===== src/rtl/caliptra_fpga_bridge_pkg.sv =====
// rtl/caliptra_fpga_bridge_pkg.sv - shared types for the Caliptra AXI4-Lite to APB bridge
package caliptra_fpga_bridge_pkg;

    typedef enum logic [2:0] {
        ST_IDLE,
        ST_SETUP,
        ST_ACCESS,
        ST_WRESP,
        ST_RRESP
    } bridge_state_e;

    localparam logic [1:0] AXI_RESP_OKAY   = 2'b00;
    localparam logic [1:0] AXI_RESP_SLVERR = 2'b10;

    typedef struct packed {
        logic [31:0] addr;
        logic [2:0]  prot;
        logic [31:0] data;
        logic [3:0]  strb;
        logic        is_write;
    } bridge_req_t;

endpackage


===== src/rtl/caliptra_axil_apb_bridge_if.sv =====
// rtl/caliptra_axil_apb_bridge_if.sv - AXI4-Lite slave and APB master signal bundle
interface caliptra_axil_apb_bridge_if #(
    parameter int APB_ADDR_WIDTH = 40,
    parameter int DATA_WIDTH     = 32
);
    logic                      S_AXI_AWVALID, S_AXI_AWREADY;
    logic [31:0]               S_AXI_AWADDR;
    logic [2:0]                S_AXI_AWPROT;
    logic                      S_AXI_WVALID, S_AXI_WREADY;
    logic [DATA_WIDTH-1:0]     S_AXI_WDATA;
    logic [DATA_WIDTH/8-1:0]   S_AXI_WSTRB;
    logic                      S_AXI_BVALID, S_AXI_BREADY;
    logic [1:0]                S_AXI_BRESP;
    logic                      S_AXI_ARVALID, S_AXI_ARREADY;
    logic [31:0]               S_AXI_ARADDR;
    logic [2:0]                S_AXI_ARPROT;
    logic                      S_AXI_RVALID, S_AXI_RREADY;
    logic [DATA_WIDTH-1:0]     S_AXI_RDATA;
    logic [1:0]                S_AXI_RRESP;
    logic [APB_ADDR_WIDTH-1:0] m_apb_paddr;
    logic [2:0]                m_apb_pprot;
    logic [DATA_WIDTH/8-1:0]   m_apb_pstrb;
    logic                      m_apb_psel, m_apb_penable, m_apb_pwrite;
    logic [DATA_WIDTH-1:0]     m_apb_pwdata;
    logic [DATA_WIDTH-1:0]     m_apb_prdata;
    logic                      m_apb_pready, m_apb_pslverr;

    // Bridge view: AXI-Lite completer upstream, APB requester downstream.
    modport slave (
        input  S_AXI_AWVALID, S_AXI_AWADDR, S_AXI_AWPROT,
        input  S_AXI_WVALID, S_AXI_WDATA, S_AXI_WSTRB, S_AXI_BREADY,
        input  S_AXI_ARVALID, S_AXI_ARADDR, S_AXI_ARPROT, S_AXI_RREADY,
        input  m_apb_prdata, m_apb_pready, m_apb_pslverr,
        output S_AXI_AWREADY, S_AXI_WREADY, S_AXI_BVALID, S_AXI_BRESP,
        output S_AXI_ARREADY, S_AXI_RVALID, S_AXI_RDATA, S_AXI_RRESP,
        output m_apb_paddr, m_apb_pprot, m_apb_pstrb, m_apb_psel,
        output m_apb_penable, m_apb_pwrite, m_apb_pwdata
    );

    modport master (
        output S_AXI_AWVALID, S_AXI_AWADDR, S_AXI_AWPROT,
        output S_AXI_WVALID, S_AXI_WDATA, S_AXI_WSTRB, S_AXI_BREADY,
        output S_AXI_ARVALID, S_AXI_ARADDR, S_AXI_ARPROT, S_AXI_RREADY,
        output m_apb_prdata, m_apb_pready, m_apb_pslverr,
        input  S_AXI_AWREADY, S_AXI_WREADY, S_AXI_BVALID, S_AXI_BRESP,
        input  S_AXI_ARREADY, S_AXI_RVALID, S_AXI_RDATA, S_AXI_RRESP,
        input  m_apb_paddr, m_apb_pprot, m_apb_pstrb, m_apb_psel,
        input  m_apb_penable, m_apb_pwrite, m_apb_pwdata
    );
endinterface


===== src/rtl/caliptra_axil_apb_bridge.sv =====
// rtl/caliptra_axil_apb_bridge.sv - single-outstanding AXI4-Lite to APB bridge with PREADY timeout
module caliptra_axil_apb_bridge
    import caliptra_fpga_bridge_pkg::*;
#(
    parameter int APB_ADDR_WIDTH = 40,
    parameter int DATA_WIDTH     = 32,
    parameter int TIMEOUT_CYCLES = 1024
) (
    input logic                       core_clk,
    input logic                       core_rst,
    caliptra_axil_apb_bridge_if.slave bus
);
    localparam int              CNT_W    = $clog2(TIMEOUT_CYCLES);
    localparam logic [CNT_W-1:0] CNT_LAST = CNT_W'(TIMEOUT_CYCLES - 1);

    bridge_state_e         state, state_next;
    bridge_req_t           req_q, req_sel;
    logic                  aw_full, w_full, ar_full;
    logic [31:0]           aw_addr, ar_addr;
    logic [2:0]            aw_prot, ar_prot;
    logic [31:0]           w_data;
    logic [3:0]            w_strb;
    logic                  last_write;
    logic [CNT_W-1:0]      to_cnt;
    logic [1:0]            bresp_q, rresp_q;
    logic [DATA_WIDTH-1:0] rdata_q;

    logic aw_hs, w_hs, ar_hs, wr_pend, rd_pend, grant_write;
    logic timed_out, access_done, start;

    assign bus.S_AXI_AWREADY = !core_rst && !aw_full;
    assign bus.S_AXI_WREADY  = !core_rst && !w_full;
    // AR stays closed while a read response is still waiting for RREADY.
    assign bus.S_AXI_ARREADY = !core_rst && !ar_full && (state != ST_RRESP);

    assign aw_hs = bus.S_AXI_AWVALID && bus.S_AXI_AWREADY;
    assign w_hs  = bus.S_AXI_WVALID && bus.S_AXI_WREADY;
    assign ar_hs = bus.S_AXI_ARVALID && bus.S_AXI_ARREADY;

    // Same-cycle handshakes count so a request reaches SETUP on the next edge.
    assign wr_pend     = (aw_full || aw_hs) && (w_full || w_hs);
    assign rd_pend     = ar_full || ar_hs;
    assign grant_write = wr_pend && (!rd_pend || !last_write);
    assign start       = (state == ST_IDLE) && (wr_pend || rd_pend);

    assign timed_out   = !bus.m_apb_pready && (to_cnt == CNT_LAST);
    assign access_done = (state == ST_ACCESS) && (bus.m_apb_pready || timed_out);

    always_comb begin
        req_sel = '0;
        if (grant_write) begin
            req_sel.addr     = aw_full ? aw_addr : bus.S_AXI_AWADDR;
            req_sel.prot     = aw_full ? aw_prot : bus.S_AXI_AWPROT;
            req_sel.data     = w_full ? w_data : bus.S_AXI_WDATA;
            req_sel.strb     = w_full ? w_strb : bus.S_AXI_WSTRB;
            req_sel.is_write = 1'b1;
        end else begin
            req_sel.addr = ar_full ? ar_addr : bus.S_AXI_ARADDR;
            req_sel.prot = ar_full ? ar_prot : bus.S_AXI_ARPROT;
        end
    end

    always_comb begin
        state_next = state;
        case (state)
            ST_IDLE:   if (start) state_next = ST_SETUP;
            ST_SETUP:  state_next = ST_ACCESS;
            ST_ACCESS: if (access_done) state_next = req_q.is_write ? ST_WRESP : ST_RRESP;
            ST_WRESP:  if (bus.S_AXI_BREADY) state_next = ST_IDLE;
            ST_RRESP:  if (bus.S_AXI_RREADY) state_next = ST_IDLE;
            default:   state_next = ST_IDLE;
        endcase
    end

    always_ff @(posedge core_clk) begin
        if (core_rst) state <= ST_IDLE;
        else          state <= state_next;
    end

    always_ff @(posedge core_clk) begin
        if (core_rst) begin
            aw_full <= 1'b0; w_full <= 1'b0; ar_full <= 1'b0;
            aw_addr <= '0; aw_prot <= '0; w_data <= '0; w_strb <= '0;
            ar_addr <= '0; ar_prot <= '0;
            req_q <= '0; last_write <= 1'b0; to_cnt <= '0;
            bresp_q <= AXI_RESP_OKAY; rresp_q <= AXI_RESP_OKAY; rdata_q <= '0;
        end else begin
            if (aw_hs) begin
                aw_full <= 1'b1; aw_addr <= bus.S_AXI_AWADDR; aw_prot <= bus.S_AXI_AWPROT;
            end
            if (w_hs) begin
                w_full <= 1'b1; w_data <= bus.S_AXI_WDATA; w_strb <= bus.S_AXI_WSTRB;
            end
            if (ar_hs) begin
                ar_full <= 1'b1; ar_addr <= bus.S_AXI_ARADDR; ar_prot <= bus.S_AXI_ARPROT;
            end
            if (start) begin
                req_q      <= req_sel;
                last_write <= grant_write;
            end
            if (state == ST_SETUP)       to_cnt <= '0;
            else if (state == ST_ACCESS) to_cnt <= to_cnt + 1'b1;
            // Holding slots free on completion so the next request can queue behind the response.
            if (access_done) begin
                if (req_q.is_write) begin
                    aw_full <= 1'b0;
                    w_full  <= 1'b0;
                    bresp_q <= (timed_out || bus.m_apb_pslverr) ? AXI_RESP_SLVERR : AXI_RESP_OKAY;
                end else begin
                    ar_full <= 1'b0;
                    rresp_q <= (timed_out || bus.m_apb_pslverr) ? AXI_RESP_SLVERR : AXI_RESP_OKAY;
                    rdata_q <= timed_out ? '0 : bus.m_apb_prdata;
                end
            end
        end
    end

    assign bus.S_AXI_BVALID  = (state == ST_WRESP);
    assign bus.S_AXI_BRESP   = bresp_q;
    assign bus.S_AXI_RVALID  = (state == ST_RRESP);
    assign bus.S_AXI_RRESP   = rresp_q;
    assign bus.S_AXI_RDATA   = rdata_q;
    assign bus.m_apb_psel    = (state == ST_SETUP) || (state == ST_ACCESS);
    assign bus.m_apb_penable = (state == ST_ACCESS);
    assign bus.m_apb_paddr   = APB_ADDR_WIDTH'(req_q.addr);
    assign bus.m_apb_pprot   = req_q.prot;
    assign bus.m_apb_pstrb   = req_q.strb;
    assign bus.m_apb_pwrite  = req_q.is_write;
    assign bus.m_apb_pwdata  = req_q.data;

endmodule


===== src/flat_wrapper.sv =====
// flat-port wrapper written by rule: the top's interface ports become plain ports
module caliptra_axil_apb_bridge_flat import caliptra_fpga_bridge_pkg::*;
#(
    parameter int APB_ADDR_WIDTH = 40,
    parameter int DATA_WIDTH     = 32,
    parameter int TIMEOUT_CYCLES = 1024
)
  (core_clk, core_rst, bus_S_AXI_AWVALID, bus_S_AXI_AWADDR, bus_S_AXI_AWPROT, bus_S_AXI_WVALID, bus_S_AXI_WDATA, bus_S_AXI_WSTRB, bus_S_AXI_BREADY, bus_S_AXI_ARVALID, bus_S_AXI_ARADDR, bus_S_AXI_ARPROT, bus_S_AXI_RREADY, bus_m_apb_prdata, bus_m_apb_pready, bus_m_apb_pslverr, bus_S_AXI_AWREADY, bus_S_AXI_WREADY, bus_S_AXI_BVALID, bus_S_AXI_BRESP, bus_S_AXI_ARREADY, bus_S_AXI_RVALID, bus_S_AXI_RDATA, bus_S_AXI_RRESP, bus_m_apb_paddr, bus_m_apb_pprot, bus_m_apb_pstrb, bus_m_apb_psel, bus_m_apb_penable, bus_m_apb_pwrite, bus_m_apb_pwdata);
  caliptra_axil_apb_bridge_if #(.APB_ADDR_WIDTH(APB_ADDR_WIDTH), .DATA_WIDTH(DATA_WIDTH)) bus_i ();
  input logic core_clk;
  input logic core_rst;
  input wire logic [$bits(bus_i.S_AXI_AWVALID)-1:0] bus_S_AXI_AWVALID;
  input wire logic [$bits(bus_i.S_AXI_AWADDR)-1:0] bus_S_AXI_AWADDR;
  input wire logic [$bits(bus_i.S_AXI_AWPROT)-1:0] bus_S_AXI_AWPROT;
  input wire logic [$bits(bus_i.S_AXI_WVALID)-1:0] bus_S_AXI_WVALID;
  input wire logic [$bits(bus_i.S_AXI_WDATA)-1:0] bus_S_AXI_WDATA;
  input wire logic [$bits(bus_i.S_AXI_WSTRB)-1:0] bus_S_AXI_WSTRB;
  input wire logic [$bits(bus_i.S_AXI_BREADY)-1:0] bus_S_AXI_BREADY;
  input wire logic [$bits(bus_i.S_AXI_ARVALID)-1:0] bus_S_AXI_ARVALID;
  input wire logic [$bits(bus_i.S_AXI_ARADDR)-1:0] bus_S_AXI_ARADDR;
  input wire logic [$bits(bus_i.S_AXI_ARPROT)-1:0] bus_S_AXI_ARPROT;
  input wire logic [$bits(bus_i.S_AXI_RREADY)-1:0] bus_S_AXI_RREADY;
  input wire logic [$bits(bus_i.m_apb_prdata)-1:0] bus_m_apb_prdata;
  input wire logic [$bits(bus_i.m_apb_pready)-1:0] bus_m_apb_pready;
  input wire logic [$bits(bus_i.m_apb_pslverr)-1:0] bus_m_apb_pslverr;
  output wire logic [$bits(bus_i.S_AXI_AWREADY)-1:0] bus_S_AXI_AWREADY;
  output wire logic [$bits(bus_i.S_AXI_WREADY)-1:0] bus_S_AXI_WREADY;
  output wire logic [$bits(bus_i.S_AXI_BVALID)-1:0] bus_S_AXI_BVALID;
  output wire logic [$bits(bus_i.S_AXI_BRESP)-1:0] bus_S_AXI_BRESP;
  output wire logic [$bits(bus_i.S_AXI_ARREADY)-1:0] bus_S_AXI_ARREADY;
  output wire logic [$bits(bus_i.S_AXI_RVALID)-1:0] bus_S_AXI_RVALID;
  output wire logic [$bits(bus_i.S_AXI_RDATA)-1:0] bus_S_AXI_RDATA;
  output wire logic [$bits(bus_i.S_AXI_RRESP)-1:0] bus_S_AXI_RRESP;
  output wire logic [$bits(bus_i.m_apb_paddr)-1:0] bus_m_apb_paddr;
  output wire logic [$bits(bus_i.m_apb_pprot)-1:0] bus_m_apb_pprot;
  output wire logic [$bits(bus_i.m_apb_pstrb)-1:0] bus_m_apb_pstrb;
  output wire logic [$bits(bus_i.m_apb_psel)-1:0] bus_m_apb_psel;
  output wire logic [$bits(bus_i.m_apb_penable)-1:0] bus_m_apb_penable;
  output wire logic [$bits(bus_i.m_apb_pwrite)-1:0] bus_m_apb_pwrite;
  output wire logic [$bits(bus_i.m_apb_pwdata)-1:0] bus_m_apb_pwdata;
  assign bus_i.S_AXI_AWVALID = bus_S_AXI_AWVALID;
  assign bus_i.S_AXI_AWADDR = bus_S_AXI_AWADDR;
  assign bus_i.S_AXI_AWPROT = bus_S_AXI_AWPROT;
  assign bus_i.S_AXI_WVALID = bus_S_AXI_WVALID;
  assign bus_i.S_AXI_WDATA = bus_S_AXI_WDATA;
  assign bus_i.S_AXI_WSTRB = bus_S_AXI_WSTRB;
  assign bus_i.S_AXI_BREADY = bus_S_AXI_BREADY;
  assign bus_i.S_AXI_ARVALID = bus_S_AXI_ARVALID;
  assign bus_i.S_AXI_ARADDR = bus_S_AXI_ARADDR;
  assign bus_i.S_AXI_ARPROT = bus_S_AXI_ARPROT;
  assign bus_i.S_AXI_RREADY = bus_S_AXI_RREADY;
  assign bus_i.m_apb_prdata = bus_m_apb_prdata;
  assign bus_i.m_apb_pready = bus_m_apb_pready;
  assign bus_i.m_apb_pslverr = bus_m_apb_pslverr;
  assign bus_S_AXI_AWREADY = bus_i.S_AXI_AWREADY;
  assign bus_S_AXI_WREADY = bus_i.S_AXI_WREADY;
  assign bus_S_AXI_BVALID = bus_i.S_AXI_BVALID;
  assign bus_S_AXI_BRESP = bus_i.S_AXI_BRESP;
  assign bus_S_AXI_ARREADY = bus_i.S_AXI_ARREADY;
  assign bus_S_AXI_RVALID = bus_i.S_AXI_RVALID;
  assign bus_S_AXI_RDATA = bus_i.S_AXI_RDATA;
  assign bus_S_AXI_RRESP = bus_i.S_AXI_RRESP;
  assign bus_m_apb_paddr = bus_i.m_apb_paddr;
  assign bus_m_apb_pprot = bus_i.m_apb_pprot;
  assign bus_m_apb_pstrb = bus_i.m_apb_pstrb;
  assign bus_m_apb_psel = bus_i.m_apb_psel;
  assign bus_m_apb_penable = bus_i.m_apb_penable;
  assign bus_m_apb_pwrite = bus_i.m_apb_pwrite;
  assign bus_m_apb_pwdata = bus_i.m_apb_pwdata;
  caliptra_axil_apb_bridge #(.APB_ADDR_WIDTH(APB_ADDR_WIDTH), .DATA_WIDTH(DATA_WIDTH), .TIMEOUT_CYCLES(TIMEOUT_CYCLES)) u_core (.core_clk(core_clk), .core_rst(core_rst), .bus(bus_i));
endmodule

===== config.mk =====
export PLATFORM = sky130hd
export DESIGN_NAME = caliptra_axil_apb_bridge_flat
export DESIGN_NICKNAME = d
export VERILOG_FILES = /design/src/rtl/caliptra_fpga_bridge_pkg.sv /design/src/rtl/caliptra_axil_apb_bridge_if.sv /design/src/rtl/caliptra_axil_apb_bridge.sv /design/src/flat_wrapper.sv
export SDC_FILE = /design/constraint.sdc
export NUM_CORES = 1
export LEC_CHECK = 0
export CORE_MARGIN = 4
export CORE_UTILIZATION = 50
export CTS_CLUSTER_SIZE = 8
export DETAILED_ROUTE_END_ITERATION = 12
export GPL_ROUTABILITY_DRIVEN = 0
export GPL_TIMING_DRIVEN = 0
export PLACE_DENSITY_LB_ADDON = 0.3
export SYNTH_ARGS = -nofsm -noshare
export SYNTH_HDL_FRONTEND = slang
export SYNTH_SLANG_ARGS = --single-unit

===== constraint.sdc =====
create_clock -name core_clk -period 4.55 [get_ports core_clk]
set_input_delay 0.91 -clock core_clk [delete_from_list [all_inputs] [get_ports core_clk]]
set_output_delay 0.91 -clock core_clk [all_outputs]
set_load 0.01 [all_outputs]

After elaboration in Yosys (flattened, before gate mapping)
Cells that the tools add are included.

Register bits after elaboration: 231. Bits of input ports: 147. Output and inout bits: 123. Logic and storage cells: 89.

Add/sub/neg operators: 1. Equal/unequal tests: 10. Mux-type cells: 25. Bitwise operators: 1. Reductions and logical operators: 32.

Operators with widths (count): 32-bit two-way mux (4); 37-bit two-way mux (1); 35-bit two-way mux (1); 3-bit two-way mux (7); 3-bit case mux with 5 select lines (1); 1-bit logical AND (12); 10-bit by 1-bit adder with 10-bit output, second input constant (1); 10-bit == test, second input constant (1); 1-bit two-way mux (9); 1-bit logical OR (8); 1-bit logical NOT (7); 3-bit by 2-bit == test with 1-bit output, second input constant (2); 4-bit two-way mux (1); 2-bit by 1-bit != test with 1-bit output, second input constant (2); 2-bit != test, second input constant (2); 2-bit AND reduction (2); 4-bit AND reduction (1); 3-bit by 1-bit == test with 1-bit output, second input constant (1); 3-bit == test, second input constant (1); 3-bit logical NOT (1); 3-bit != test, second input constant (1); 2-bit two-way mux (1); 2-bit OR reduction (1); 1-bit NOT (1).

Longest topological paths before layout
Gate-level depths: netlist of run 1.

Word-level depth: 9. Depth in mapped cells: 8. Gate-level depth less buffers: 5.

Least setup slack after synthesis of run 1
Ideal clock, no wire load.

Path kind: input to output. Start: in core_rst. End: out bus_S_AXI_ARREADY. Arrival time: 1621 ps. Setup slack: 2019 ps. Stages on the path: 3. Path buffers: 2. Path through: clkbuf_1 > clkbuf_1 > nor3_1.

Longest elaborated chain between the ends: 3.

RTL lines: start: declaration (line flat_wrapper.sv:11) `input logic core_rst;`; 1-bit logical NOT (line caliptra_axil_apb_bridge.sv:34) `assign bus.S_AXI_ARREADY = !core_rst && !ar_full && (state != ST_RRESP);`; 1-bit logical AND (2 in a row) (line caliptra_axil_apb_bridge.sv:34); end: declaration (line flat_wrapper.sv:30) `output wire logic [$bits(bus_i.S_AXI_ARREADY)-1:0] bus_S_AXI_ARREADY;`.

No other way between the ends.

Worst setup path after layout of run 1
Ends and elaborated chain as after synthesis.

==> results by group, run 1 <==
Run status
  • Status: complete, no violations

Global routing
  • First-pass GRT wire length: 42500 um
  • Global Route met2 Usage: 41.4%
  • Initial antenna violation count: 0
  • Total track usage: 25.8%
  • Met3 Track Usage GR: 6.76%
  • Largest net degree at the start of global routing: 11
  • Total grt overflow: 0
  • Number of global-route vias before repair: 8341
  • Gr busiest metal: met2
  • Met1 track demand over resource: around 34%

Layout
  • Most common cell after layout, fill and taps aside: clkdlybuf4s50_1
  • Area delta synth->final: 42.2%
  • Nets: ~1400
  • Fraction of layout cells with a size suffix above 1: 8.12%
  • Commonest non-fill, non-tap cells in the layout: clkdlybuf4s50_1, dfxtp_1, nand2_1

Synth
  • Seq cells post-synth: 228
  • Mean Syn Cell Area: 9.30 um2
  • Post-synth top area share: approximately 50%
  • Number of synthesized flops with an enable pin: 0
  • Commonest register cell after synthesis: dfxtp_1
  • Synth area leaders: dfxtp_1, nand2_1, mux2i_1
  • FFs w/ async S/R, synth: 0%
  • Count of different cell masters after synthesis: 48
  • Cell taking the most area after synthesis: dfxtp_1
  • Post-synthesis sequential area ratio: 49.7%
  • Post-Syn Instances: 987
  • Synthesized cell area: roughly 9200 um2
  • Synth warn: 0

Floorplanning
  • Horiz. Die Dim: 144 um
  • IO Count: 270
  • Initial Util: 50.9%
  • Die area: around 20000 um2
  • FP Rows: 49
  • Core area: 18000 um2
  • Die height: ~140 um

Placement
  • Dpl hpwl: roughly 20000 um
  • Port Buf Inserts: around 260

Routing
  • DRC errors left: 0
  • Vias: around 8500
  • Routed wire per std cell: 18.2 um
  • Total Wirelength: 27700 um
  • Final ANT Viol Nets: 0
  • Vias/cell: between 5 and 6
  • Iter 0 DRT Violations: 446
  • DRT Pass-1 Iters: 5

Timing
  • Pin slew with the least headroom to its limit: 810 ps
  • Worst Skew: 14.2 ps
  • Total negative slack: 0 ps
  • Max Transition Viols Final: 0
  • Achievable Freq: 0.239 GHz
  • Slew margin rel.: 46.0%
  • Hold Vio Cnt, Final: 0
  • RSZ-0062 raised after global routing: false
  • Final setup fails: 0
  • Fin crit share: 92.1%
  • Min Tclk post-route: around 4200 ps

Min path
  • Hold Path Depth: 2
  • Hold path start: u_core.ar_prot[0]$_SDFFE_PP0P_
  • Type of the worst min-delay path: flop to flop

Critical path
  • Critical Path RT: 3640 ps
  • Critical path class: primary input to output pin
  • CP max FO: 10
  • Reg-to-reg startpoint: u_core.w_full$_SDFF_PP0_
  • Reg2Reg Depth: 6
  • Setup crit end kind: output pin
  • Worst endpoint data arrival time: 3280 ps
  • CP startpoint kind: primary input
  • Origin of the worst setup path: core_rst

CTS
  • Clock sinks: 228
  • Post-CTS Hold Fix Bufs: 0
  • Clock slew at reported path FFs: 50 ps
  • TritonCTS clock tree: built
  • Total CTS buffers: 34
  • CTS Root Cell: clkbuf_16
  • Clock H-tree levels: 2
  • Post-CTS Setup Repair Bufs: 0
  • Worst skew pair latency: 490 ps
  • CTS max path bufs: 3
  • Resize count post-CTS: 0

Power
  • Max VDD drop: 0.000332 V
  • Design Power: 0.00563 W
  • Leak Pwr: 4.83 nW
  • Pwr/cell area: 431 nW/um2

Flow run
  • Max Cap Viol: 0
sequential cells by signal, summed over array words and instances (netlist names), 10 cells and up:
name                     cells
u_core.bus.m_apb_paddr      32
u_core.w_data               32
u_core.bus.S_AXI_RDATA      32
u_core.to_cnt               10
u_core.aw_addr              32
u_core.ar_addr              32
u_core.bus.m_apb_pwdata     32
power breakdown:
group          internal, W  switching, W  leakage (nW)
Combinational     0.000534      0.000523          2.49
Clock              0.00147      0.000822         0.470
Sequential         0.00218      0.000102          1.86
Total              0.00418       0.00145          4.83
kinds of logic after synthesis:
group / count (synthesis) / share of synthesized area, %
simple gates: 307 / 13.9
compound gates: 236 / 18.2
flops: 228 / 49.7
mux: 107 / 12.1
buf+inv: 98 / 5.01
xor+xnor: 9 / 0.858
fa+ha+maj: 1 / 0.136
other cells: 1 / 0.0408
cells in the mapped netlist (3+ instances only):
cell and number:
inv_1 7, and2_1 4, xor2_1 4, buf_4 13, o21ai_0 75, buf_1 3
nand2_1 219, and3_1 4, a21oi_1 43, mux2_2 35, xnor2_1 5, or3_1 3
nor3_1 41, clkbuf_1 60, buf_2 11, mux2i_1 72, nand3_1 5, nor2_1 19
dfxtp_1 228, o2bb2ai_1 36, buf_6 4, a221o_1 35, a22o_1 32
critical path, cell delays in order:
cell and delay (ps):
clkdlybuf4s50_1 600, clkbuf_1 480, clkbuf_1 530, nor3_1 210, clkdlybuf4s50_1 540
final timing paths:
kind | to | slack [ps]
hold / removal | u_core.ar_prot[0]$_SDFFE_PP0P_ | 450
setup / recovery | bus_S_AXI_ARREADY | 360
setup reg to reg | u_core.bus.m_apb_paddr[31]$_SDFFE_PP0P_ | 2120
hold reg to reg | u_core.ar_prot[0]$_SDFFE_PP0P_ | 450
metal layers:
layer / vias to the layer above / routed length [um]
li1: 4056 / -
met1: 3987 / 11700
met2: 362 / 12900
met3: 50 / 2320
met4: 0 / 687
met5: - / 0
per-stage QoR:
| step | setup WS [ps] | hold WS, ps | area (um2) | util (%) | cells |
|---|---|---|---|---|---|
| after floorplan | 2020 | 432 | 9220 | - | 996 |
| after global placement | 390 | 440 | 12100 | 67.1 | 1484 |
| after detailed placement | 383 | 446 | 12100 | 67.1 | 1484 |
| after CTS | 377 | 453 | 13100 | 72.4 | 1522 |
| after global routing | 328 | 469 | 13100 | 72.4 | 1522 |
| final | 358 | 454 | 13100 | 72.4 | 1524 |
layout make-up:
class                      instances  area (um2)
sequential                       228        4560
buffer                            91         434
fill                            1321        4970
antenna                            2        5.00
clock inverter                     1        30.0
timing repair buffer             259        2590
multi-input combinational        670        4190
tap                              229         287
clock buffer                      37         926
inverter                           7        26.3
No activity file was read; power rests on OpenSTA's default activity.
==> run 2: changes to the inputs <==
--- a/config.mk
+++ b/config.mk
@@ -5,6 +5,7 @@
 export SDC_FILE = /design/constraint.sdc
 export NUM_CORES = 1
 export LEC_CHECK = 0
+export CAP_MARGIN = 20
 export CORE_MARGIN = 4
 export CORE_UTILIZATION = 50
 export CTS_CLUSTER_SIZE = 8
@@ -12,6 +13,7 @@
 export GPL_ROUTABILITY_DRIVEN = 0
 export GPL_TIMING_DRIVEN = 0
 export PLACE_DENSITY_LB_ADDON = 0.3
+export SLEW_MARGIN = 10
 export SYNTH_ARGS = -nofsm -noshare
 export SYNTH_HDL_FRONTEND = slang
 export SYNTH_SLANG_ARGS = --single-unit
==> results of run 2 <==
No change in the layout: final DEF, timing and power equal those of run 1.
==> run 3: changes to the inputs <==
--- a/config.mk
+++ b/config.mk
@@ -8,6 +8,7 @@
 export CAP_MARGIN = 20
 export CORE_MARGIN = 4
 export CORE_UTILIZATION = 50
+export CTS_CLUSTER_DIAMETER = 40
 export CTS_CLUSTER_SIZE = 8
 export DETAILED_ROUTE_END_ITERATION = 12
 export GPL_ROUTABILITY_DRIVEN = 0
==> results by group, run 3 (synthesized netlist as in run 1, its figures left out) <==
CTS
  • CTS max path bufs: 3 (unchanged)
  • Clock sinks: 228 (unchanged)
  • TritonCTS clock tree: built
  • Resize count post-CTS: 0 (unchanged)
  • Total CTS buffers: 37 (+8.8%)
  • Worst skew pair latency: 500 ps (about the same)
  • Clock slew at reported path FFs: 40 ps (about the same)
  • CTS Root Cell: clkbuf_16
  • Clock H-tree levels: 2 (unchanged)
  • Post-CTS Hold Fix Bufs: 0 (unchanged)
  • Post-CTS Setup Repair Bufs: 0 (unchanged)

Timing
  • Hold Slack: 453 ps (-0.544 ps)
  • Final setup fails: 0 (unchanged)
  • RSZ-0062 raised after global routing: false
  • Total negative slack: 0 ps (unchanged)
  • Hold Vio Cnt, Final: 0 (unchanged)
  • Max Transition Viols Final: 0 (unchanged)
  • Pin slew with the least headroom to its limit: 741 ps (-69.0 ps)
  • Worst Skew: 14.4 ps (+0.106 ps)
  • Slew margin rel.: 50.3% (+4.3 points)
  • Achievable Freq: 0.241 GHz (+0.85%)
  • Fin crit share: 91.3% (-0.78 points)
  • Min Tclk post-route: 4160 ps (-35.3 ps)

Floorplanning
  • Core area: 18000 um2 (unchanged)
  • Horiz. Die Dim: 144 um (unchanged)
  • IO Count: 270 (unchanged)
  • FP Rows: 49 (unchanged)
  • Die area: 20600 um2 (unchanged)
  • Die height: 144 um (unchanged)
  • Initial Util: 50.9% (unchanged)

Critical path
  • CP startpoint kind: primary input
  • Origin of the worst setup path: core_rst
  • Setup crit end kind: output pin
  • CP delay by family, top: buffers and inverters
  • CP max FO: 10 (unchanged)
  • Worst path max stage delay: 600 ps (about the same)
  • Crit-path slowest cell: clkdlybuf4s50_1
  • Worst endpoint data arrival time: 3250 ps (-30 ps)
  • Critical Path RT: 3640 ps (about the same)
  • CP Buf/Inv Count: 4 (unchanged)
  • Reg-to-reg startpoint: u_core.w_full$_SDFF_PP0_
  • Crit-path cells: clkdlybuf4s50_1 -> clkbuf_1 -> clkbuf_1 -> nor3_1 -> clkdlybuf4s50_1
  • Critical path class: primary input to output pin

Power
  • Leak Pwr: 4.88 nW (+1.0%)
  • Comb pwr share: 18.2% (-0.6 points)
  • Clk pwr share: 42.5% (+1.8 points)
  • Internal: 0.00429 W (+2.8%)
  • Sw frac: 26.0% (+0.30 points)
  • Power share of the sequential group: 39.2% (-1.3 points)
  • Pwr/cell area: 441 nW/um2 (+2.3%)
  • Net Switching: 0.00151 W (+4.4%)
  • Design Power: 0.00580 W (+3.2%)
  • Max VDD drop: 0.000338 V (+1.6%)

Layout
  • Final Instance Count excl. Fillers: 1538 (+0.92%)
  • Commonest non-fill, non-tap cells in the layout: clkdlybuf4s50_1, dfxtp_1, nand2_1
  • Most common cell after layout, fill and taps aside: clkdlybuf4s50_1
  • Fraction of layout cells with a size suffix above 1: 8.57% (+0.45 points)
  • Post-layout util: 73.0% (+0.62 points)
  • Fillers: 1292 (-2.2%)
  • Nets: 1442 (+0.21%)
  • Area delta synth->final: 43.4%

Routing
  • Vias: 8527 (+0.85%)
  • Routed wire per std cell: 18.0 um (-0.89%)
  • DRT Pass-1 Iters: 5 (unchanged)
  • Iter 0 DRT Violations: 539 (+21%)
  • Final ANT Viol Nets: 0 (unchanged)
  • Vias/cell: 5.54 (about the same)
  • DRC errors left: 0 (unchanged)
  • Total Wirelength: 27700 um (about the same)

Placement
  • Port Buf Inserts: 259 (unchanged)
  • Dpl hpwl: 19500 um (unchanged)
  • Placed cells: 1484 (unchanged)

Global routing
  • Initial antenna violation count: 0 (unchanged)
  • Largest net degree at the start of global routing: 11 (unchanged)
  • Number of global-route vias before repair: 8354 (+0.16%)
  • First-pass GRT wire length: 42800 um (+0.66%)
  • Total grt overflow: 0 (unchanged)
  • Total track usage: 25.9% (+0.12 points)

Run status
  • Status: complete, no violations

Flow run
  • Max Cap Viol: 0 (unchanged)

Min path
  • Type of the worst min-delay path: flop to flop
  • Hold path start: u_core.ar_prot[1]$_SDFFE_PP0P_
run 3: power groups by stage:
stage | logic, W | registers [W] | clock network, W
after global routing | 0.00114 | 0.00229 | 0.00259
after detailed placement | 0.00105 | 0.00231 | 0
after global placement | 0.00103 | 0.00230 | 0
final | 0.00106 | 0.00228 | 0.00247
after floorplan | 0.000484 | 0.00234 | 0
after CTS | 0.00106 | 0.00227 | 0.00250
run 3: layout make-up:
type | instances | area [um2] | share of cell area (%)
repair buffers | 259 | 2590 | 19.7
flip-flops and latches | 228 | 4560 | 34.7
inverters | 7 | 26.3 | 0.200
well taps | 229 | 287 | 2.18
multi-input cells | 670 | 4190 | 31.8
diodes | 2 | 5.00 | 0.0380
plain buffers | 91 | 434 | 3.30
clock buffers | 46 | 1000 | 7.61
clock inverters | 6 | 65.1 | 0.494
run 3: path summary, 6_finish.rpt:
path                                             end  slack, ps  depth (start not counted)
min reg2reg           u_core.ar_prot[1]$_SDFFE_PP0P_        450                          2
min                   u_core.ar_prot[1]$_SDFFE_PP0P_        450                          2
max reg2reg  u_core.bus.m_apb_paddr[31]$_SDFFE_PP0P_       2170                          6
max                                bus_S_AXI_ARREADY        390                          5
run 3: worst register-to-register path, stage by stage, from the launching register on:
cell      delay [ps]
dfxtp_1          290
clkbuf_1         160
o22a_1           280
or3_1            340
a21oi_2          470
clkbuf_1         540
a221o_1          260
run 3: layer usage:
layer  part of all wire [%]  global-route usage [%]  up-vias
met5                      0                       0        -
met4                    2.6                    9.27        0
met3                    8.0                    6.89       56
met2                     47                    41.6      335
met1                     43                    33.7     4056
li1                       -                       -     4080
run 3: through the flow:
stage                     setup WS, ps  area [um2]
final                              394       13200
after global routing               323       13200
after floorplan                   2020        9220
after CTS                          368       13200
after detailed placement           383       12100
after global placement             390       12100
